<file path="src/rtl/mux_arb_pkg.sv">
// Shared types and defaults for the two-requester round-robin arbiter.
package mux_arb_pkg;

  localparam int DATA_W_DEFAULT = 8;
  localparam int CNT_W          = 8;

  typedef enum logic {
    SRC_A = 1'b0,
    SRC_B = 1'b1
  } src_e;

  typedef enum logic {
    ST_EMPTY = 1'b0,
    ST_FULL  = 1'b1
  } state_e;

  // Round-robin pick when both requesters contend: the one not served last.
  function automatic src_e other_src(input src_e s);
    return (s == SRC_A) ? SRC_B : SRC_A;
  endfunction

endpackage

</file>
<file path="src/rtl/mux2to1.sv">
// Plain combinational two-input data selector.
module mux2to1 #(
  parameter int W = 8
) (
  input  logic         sel_i,
  input  logic [W-1:0] a_i,
  input  logic [W-1:0] b_i,
  output logic [W-1:0] y_o
);

  assign y_o = sel_i ? b_i : a_i;

endmodule

</file>
<file path="src/rtl/mux2to1_rr_arbiter.sv">
// Two-source round-robin arbiter feeding a single registered output slot,
// with per-source accepted-beat counters.
module mux2to1_rr_arbiter
  import mux_arb_pkg::*;
#(
  parameter int DATA_W = DATA_W_DEFAULT
) (
  input  logic              clk_i,
  input  logic              rst_ni,
  input  logic              a_valid_i,
  input  logic [DATA_W-1:0] a_data_i,
  output logic              a_ready_o,
  input  logic              b_valid_i,
  input  logic [DATA_W-1:0] b_data_i,
  output logic              b_ready_o,
  output logic              y_valid_o,
  output logic [DATA_W-1:0] y_data_o,
  output logic              y_src_o,
  input  logic              y_ready_i,
  output logic [CNT_W-1:0]  a_cnt_o,
  output logic [CNT_W-1:0]  b_cnt_o
);

  state_e             state_q, state_d;
  src_e               last_q, last_d;
  src_e               src_q, src_d;
  src_e               grant;
  logic [DATA_W-1:0]  data_q, data_d;
  logic [DATA_W-1:0]  mux_y;
  logic [CNT_W-1:0]   a_cnt_q, a_cnt_d;
  logic [CNT_W-1:0]   b_cnt_q, b_cnt_d;
  logic               load_en;
  logic               accept;

  assign load_en = (state_q == ST_EMPTY) | y_ready_i;

  always_comb begin
    grant = SRC_A;
    if (a_valid_i && b_valid_i) begin
      grant = other_src(last_q);
    end else if (b_valid_i) begin
      grant = SRC_B;
    end
  end

  mux2to1 #(
    .W (DATA_W)
  ) u_mux (
    .sel_i (grant == SRC_B),
    .a_i   (a_data_i),
    .b_i   (b_data_i),
    .y_o   (mux_y)
  );

  // Readies are forced low while reset is asserted, since reset only acts at the edge.
  assign a_ready_o = rst_ni & load_en & a_valid_i & (grant == SRC_A);
  assign b_ready_o = rst_ni & load_en & b_valid_i & (grant == SRC_B);
  assign accept    = a_ready_o | b_ready_o;

  always_comb begin
    state_d = state_q;
    last_d  = last_q;
    src_d   = src_q;
    data_d  = data_q;
    a_cnt_d = a_cnt_q;
    b_cnt_d = b_cnt_q;
    if (accept) begin
      state_d = ST_FULL;
      last_d  = grant;
      src_d   = grant;
      data_d  = mux_y;
      if (a_ready_o) a_cnt_d = a_cnt_q + 8'd1;
      if (b_ready_o) b_cnt_d = b_cnt_q + 8'd1;
    end else if (state_q == ST_FULL && y_ready_i) begin
      state_d = ST_EMPTY;
    end
  end

  // Reset leaves last_q at B so requester A wins the first contention.
  always_ff @(posedge clk_i) begin
    if (!rst_ni) begin
      state_q <= ST_EMPTY;
      last_q  <= SRC_B;
      src_q   <= SRC_A;
      data_q  <= '0;
      a_cnt_q <= '0;
      b_cnt_q <= '0;
    end else begin
      state_q <= state_d;
      last_q  <= last_d;
      src_q   <= src_d;
      data_q  <= data_d;
      a_cnt_q <= a_cnt_d;
      b_cnt_q <= b_cnt_d;
    end
  end

  assign y_valid_o = (state_q == ST_FULL);
  assign y_data_o  = data_q;
  assign y_src_o   = src_q;
  assign a_cnt_o   = a_cnt_q;
  assign b_cnt_o   = b_cnt_q;

endmodule

</file>
<file path="config.mk">
export PLATFORM = sky130hd
export DESIGN_NAME = mux2to1_rr_arbiter
export DESIGN_NICKNAME = d
export VERILOG_FILES = /design/src/rtl/mux_arb_pkg.sv /design/src/rtl/mux2to1.sv /design/src/rtl/mux2to1_rr_arbiter.sv
export SDC_FILE = /design/constraint.sdc
export NUM_CORES = 1
export LEC_CHECK = 0
export CORE_MARGIN = 1
export CORE_UTILIZATION = 38
export CTS_CLUSTER_SIZE = 16
export DETAILED_ROUTE_END_ITERATION = 10
export PLACE_DENSITY_LB_ADDON = 0.3
export SYNTH_ARGS = -nofsm -noshare
export SYNTH_HDL_FRONTEND = slang
export SYNTH_SLANG_ARGS = --single-unit
export TNS_END_PERCENT = 1
</file>
<file path="constraint.sdc">
create_clock -name clk_i -period 1.7 [get_ports clk_i]
set_input_delay 0.34 -clock clk_i [delete_from_list [all_inputs] [get_ports clk_i]]
set_output_delay 0.34 -clock clk_i [all_outputs]
set_load 0.01 [all_outputs]
</file>
# After elaboration in Yosys (flattened, before gate mapping)
# Index checks and enable logic that the tools add are counted.
# totals
elab_cells	28
ff_bits	27
output_inout_bits	28
input_bits	21
# classes
reduce_logical	5
addsub	2
mux	6
bitwise	9
# ops
operator	count
adder 8 x 1 -> 8 bit, second input constant	2
2-to-1 mux 8 bit	1
bitwise AND 1 bit	5
2-to-1 mux 1 bit	5
AND reduction 2 bit	2
logical AND 1 bit	2
inverter 1 bit	2
OR 1 bit	2
nonzero test 2 bit	1

# Depth between registers and ports, before layout
# depth
ltp_word	7
mapped_depth	6
mapped_depth_nobuf	5

# Hierarchy
# Synthesis repeated with hierarchy kept, for this count alone.
# unflattened
hier_cells	129
hier_area_um2	1272.5
# by_module_without_submodules
mod	area_per_inst_um2	cells_per_inst	seq_area_each_um2	n_inst
mux2to1_rr_arbiter	1141.1	120	540.5	1
mux2to1	131.4	9	0.0	1

# Least setup slack after synthesis
# No wires, ideal clock.
# synth_path
path_kind	register to register
start	register state_q (netlist: y_valid_o)
end	register a_cnt_q[6] (netlist: a_cnt_o[6])
arrival_time_ps	1656
n_path_buf	2
stages_incl_launch_ff	7
required_time_ps	1629
path_slack_ps	-27
setup_time_ps	71
synth_period_minus_slack_ps	1727
path_cell_list	dfxtp_1 -> nor2b_4 -> buf_6 -> or4_1 -> buf_2 -> or3_1 -> a21oi_1
# synth_via
elab_chain_cells	7
elab_cells_between_ends	9
classes_between	bitwise: 8; reduce/logical: 1
# synth_rtl
element	line	source
start: declaration	mux2to1_rr_arbiter.sv:24	state_e state_q, state_d;
start signal: assignment	mux2to1_rr_arbiter.sv:89	state_q <= state_d;
inverter 1 bit (*)	mux2to1_rr_arbiter.sv:35	assign load_en = (state_q == ST_EMPTY) | y_ready_i;
OR 1 bit (*)	mux2to1_rr_arbiter.sv:35	
bitwise AND 1 bit (*)	mux2to1_rr_arbiter.sv:56, mux2to1_rr_arbiter.sv:57	
bitwise AND 1 bit (on tied branches) (2 in series)	mux2to1_rr_arbiter.sv:56, mux2to1_rr_arbiter.sv:57	
OR 1 bit	mux2to1_rr_arbiter.sv:58	assign accept = a_ready_o | b_ready_o;
AND reduction 2 bit (no source line) (*)	--	
end signal: assignment	mux2to1_rr_arbiter.sv:93	a_cnt_q <= a_cnt_d;
end: declaration	mux2to1_rr_arbiter.sv:30	logic [CNT_W-1:0] a_cnt_q, a_cnt_d;
# Mark *: on every way between the ends. The rest lies on a longest branch, timed or not.
# A chain may end at the register's enable or synchronous reset.

# Final worst setup path
# layout_path
start	register last_q
end	output b_ready_o
# layout_via
elab_chain_cells	3
# layout_rtl
element	line	source
start: declaration	mux2to1_rr_arbiter.sv:25	src_e last_q, last_d;
start signal: assignment	mux2to1_rr_arbiter.sv:90	last_q <= last_d;
2-to-1 mux 1 bit	mux_arb_pkg.sv:19	return (s == SRC_A) ? SRC_B : SRC_A;
2-to-1 mux 1 bit	mux2to1_rr_arbiter.sv:39	if (a_valid_i && b_valid_i) begin
bitwise AND 1 bit	mux2to1_rr_arbiter.sv:57	assign b_ready_o = rst_ni & load_en & b_valid_i & (grant == SRC_B);
end: declaration	mux2to1_rr_arbiter.sv:15	output logic b_ready_o,
# No other way between the ends.

==> results.md <==
- The portion of netlist area occupied by mux cells is 5.785%.
- The critical path goes through and2_4, nor3_2, buf_4, clkdlybuf4s15_2.
- Across the routed clock network, the largest skew measured is 0.01017 ns.
- The worst setup path is captured at an output port.
- The final number of hold-violating endpoints is 0.
- The global-route wire length before repair is 4961 um.
- The maximum ir drop on the vdd rail is 0.4212 mV.
- The global router's overall resource usage is 18.86%.
- The net count of the finished layout is 234.
- The post-synthesis compound-gate area fraction is 11.78%.
- For this design the top-level I/O count stands at 49.
- The root buffer cell is clkbuf_4.
- The final critical path takes up 99.63% of the cycle.
- A synthesized cell averages 8.239 um2.
- Static timing analysis puts the maximum clock frequency at 590.4 MHz.
- Leaving out fill and tap cells, the most frequent cells in the layout are clkdlybuf4s50_1 (41), nand2_1 (34), buf_4 (17), dfxtp_1 (16).
- The routed layout has 1257 vias.
- The parity-gate share of the synthesized area counting xor and xnor cells is 4.339%.
- The type of the worst setup path is reg -> out.
- The number of enable flip-flop cells after synthesis is 0.
- The number of slew-limit violations in the final report is 0.
- The number of port buffers is 48.
- In this run, CTS created clock tree buffers numbering 3.
- The number of H-tree branching levels is 1.
- From synthesis to final layout, the design area changed by 57.13%.
- The fraction of synthesis flops using an asynchronous set or reset pin is 0%.
- The highest layer used for signal routing is met4.
- Summing internal, switching and leakage power gives 1.204 mW.
- Synthesis produced 147 cells.
- The post-route DRC violation count is 0.
- The detailed router put a total of 1249 um of wire on met1.
- The leakage power of the design is 0.8039 nW.
- For this run, the leading register cell type out of synthesis is dfxtp_1.
- In this run the core area contains 20 standard-cell rows.
- Setup violations remaining at the end of the flow were counted as 0.
- Global routing finished with a remaining overflow of 0.
- At the end of routability-driven placement, the weighted congestion stood at 0.9013.
- The peak per-stage delay on the critical path is 0.38 ns.
- Detailed routing placed a total of 192 um of wire on met3.
- The residual antenna-violating net count after detailed routing is 0.
- The number of global-route vias before repair is 1195.
- In the final timing run, aggregate negative setup slack is 0 ns.
- The wire length after detailed routing is 3036 um.
- The first detailed-routing pass took 4 iterations.
- The final-layout worst hold slack is 0.4799 ns.
- The sum of met2 wire segment lengths after detailed routing is 1545 um.
- The clock-pin slew of the registers on the worst-case setup and hold paths is 0.15 ns.
- The worst setup path is launched from a flip-flop.
- Dividing the detail-routed via count by the number of cells gives 4.949.
- The post-route netlist has 17.62% of its cells at a drive strength greater than 1.
- The starting DRC count in detailed routing is 47.
- Setup repair after global routing could not meet its margin everywhere.
- The floorplan step set the die width to 58.46 um.
- The synthesized netlist devotes 2.066% of its cell area to adder and majority cells.
- The initial standard-cell utilization of the core is 40.00%.
- The layout has 266 filler cells.
- The clock latency at the later pin of the worst-skew pair is 0.32 ns.
- The power per cell area is 632.5 nW/um2.
- Synthesis inferred 27 register bits.
- The cell area after placement is 1848 um2.
- The buffers inserted during post-CTS setup optimization is 0.
- The core utilization of the finished layout is 62.85%.
- The clock tree from TritonCTS is built.
- The cell family contributing the most delay on the critical path is flip-flops.
- The maximum fanout count along the critical path is 4.
- Of the synthesized area, sequential elements account for 44.63%.
- The count of max-cap constraint violations is 0.
- The multi-input combinational cells in the finished layout cover a total of 639.4 um2.
- The core region is 3028 um2.
- In this run the cell area of the synthesized design comes to 1211 um2.
- The repair_antennas step left the layout with diodes totalling 0.
- The tightest min-delay check is of the reg -> reg type.
- The finished cells cover 1903 um2.
- The number of antenna violations at the first check in global routing is 0.
- The net count of the mapped netlist is 170.
- Dividing the detail-routed wire length by the instance count gives 11.95 um.
- Entering global routing, the biggest net connects 17 pins.
- The required time of the critical path is 1.36 ns.
- Yosys printed 0 warnings.
- In the final layout, flip-flops and latches occupy 554.3 um2.
- The max-slew headroom at the worst pin is 78.24%.
- The clock tree buffer depth is 2.
- The number of distinct standard cells referenced by the synthesized netlist is 32.
- After synthesis, the largest family of logic cells by area is simple AND/OR/NAND/NOR gates.
- The die is 58.46 um tall.
- The area enclosed by the die boundary is 3417 um2.
- After Yosys synthesis, and, or, nand and nor cells account for 27.58% of the synthesized area.
- The most common cell after layout, fill and taps aside is clkdlybuf4s50_1.
- The master of the slowest instance on the critical path is dfxtp_2.
- The final critical path time including I/O delays and setup is 1.694 ns.
- The critical path contains buffers and inverters numbering 2 combined.
- Data arrives at the worst endpoint at 1.35 ns.
- Once detailed placement completed, the half-perimeter wirelength came to 2404 um.
- The clock drives 27 sinks.
- At the pin with the least slew margin, the transition time is 0.3234 ns.
- The flow ran to the end, and the final reports show no timing, DRC or antenna violations.
## synthesized netlist by cell type, types with 3 or more instances
master	instances	share of area, %
a31oi_1	8	4.1
clkbuf_1	5	1.5
dfxtp_1	27	45
mux2i_1	7	5.8
nand2_1	34	11
nand2b_1	3	1.5
nand3_1	5	2.1
nor2_1	11	3.4
nor3_1	4	1.7
o21ai_0	10	4.1
xnor2_1	4	2.9
## final timing paths
kind,from,endpoint,slack [ns],depth (start not counted)
setup reg to reg,y_valid_o$_SDFFE_PN0P_,a_cnt_o[4]$_SDFFE_PN0P_,0.09,5
setup / recovery,last_q$_SDFFE_PN1P_,b_ready_o,0.006,4
hold / removal,b_cnt_o[7]$_SDFFE_PN0P_,b_cnt_o[7]$_SDFFE_PN0P_,0.48,2
hold reg to reg,b_cnt_o[7]$_SDFFE_PN0P_,b_cnt_o[7]$_SDFFE_PN0P_,0.48,2
## flip-flops by register name, indices dropped and copies added, names as in the netlist
name       flops
y_data_o       8
b_cnt_o        8
y_valid_o      1
y_src_o        1
last_q         1
a_cnt_o        8
## logic make-up after synthesis
group           count (synthesis)
fa+ha+maj                       2
mux                             7
buf+inv                        10
compound gates                 24
xor+xnor                        6
simple gates                   71
flops                          27
## metrics by stage
stage	instances	worst slack [ns]
2_1_floorplan	147	0.006918
3_5_place_dp	250	-0.4688
5_1_grt	254	-0.05233
3_3_place_gp	250	-0.4336
4_1_cts	254	0.002339
6_report	254	0.006360
## cell type report
| cell class | instances | share of cell area, % |
|---|---|---|
| Timing Repair Buffer | 66 | 32.41 |
| Inverter | 3 | 0.5917 |
| Multi-Input combinational cell | 110 | 33.60 |
| Tap cell | 44 | 2.893 |
| Sequential cell | 27 | 29.13 |
| Clock buffer | 4 | 1.381 |
## metal layers
metal / vias up / GRT usage, %
met1: 578 / 20.77
met3: 5 / 5.275
met2: 39 / 33.50
li1: 635 / -
met5: - / 0
met4: 0 / 8.844
## repair_timing
item | CTS | global route
endpoints found under the setup margin | 5 | 11
hold buffers | 0 | 0
resized for setup | 13 | 11
## tightest hold or removal path, stage by stage (launching register included)
cell     delay [ns]
dfxtp_1        0.34
nand2_1        0.05
mux2i_1        0.06
## power breakdown
group	switching, mW	internal [mW]	total (mW)
Sequential	0.0196	0.661	0.681
Clock	0.183	0.0917	0.275
Combinational	0.106	0.141	0.248
Total	0.309	0.895	1.20
(Power assumes the default switching activity.)
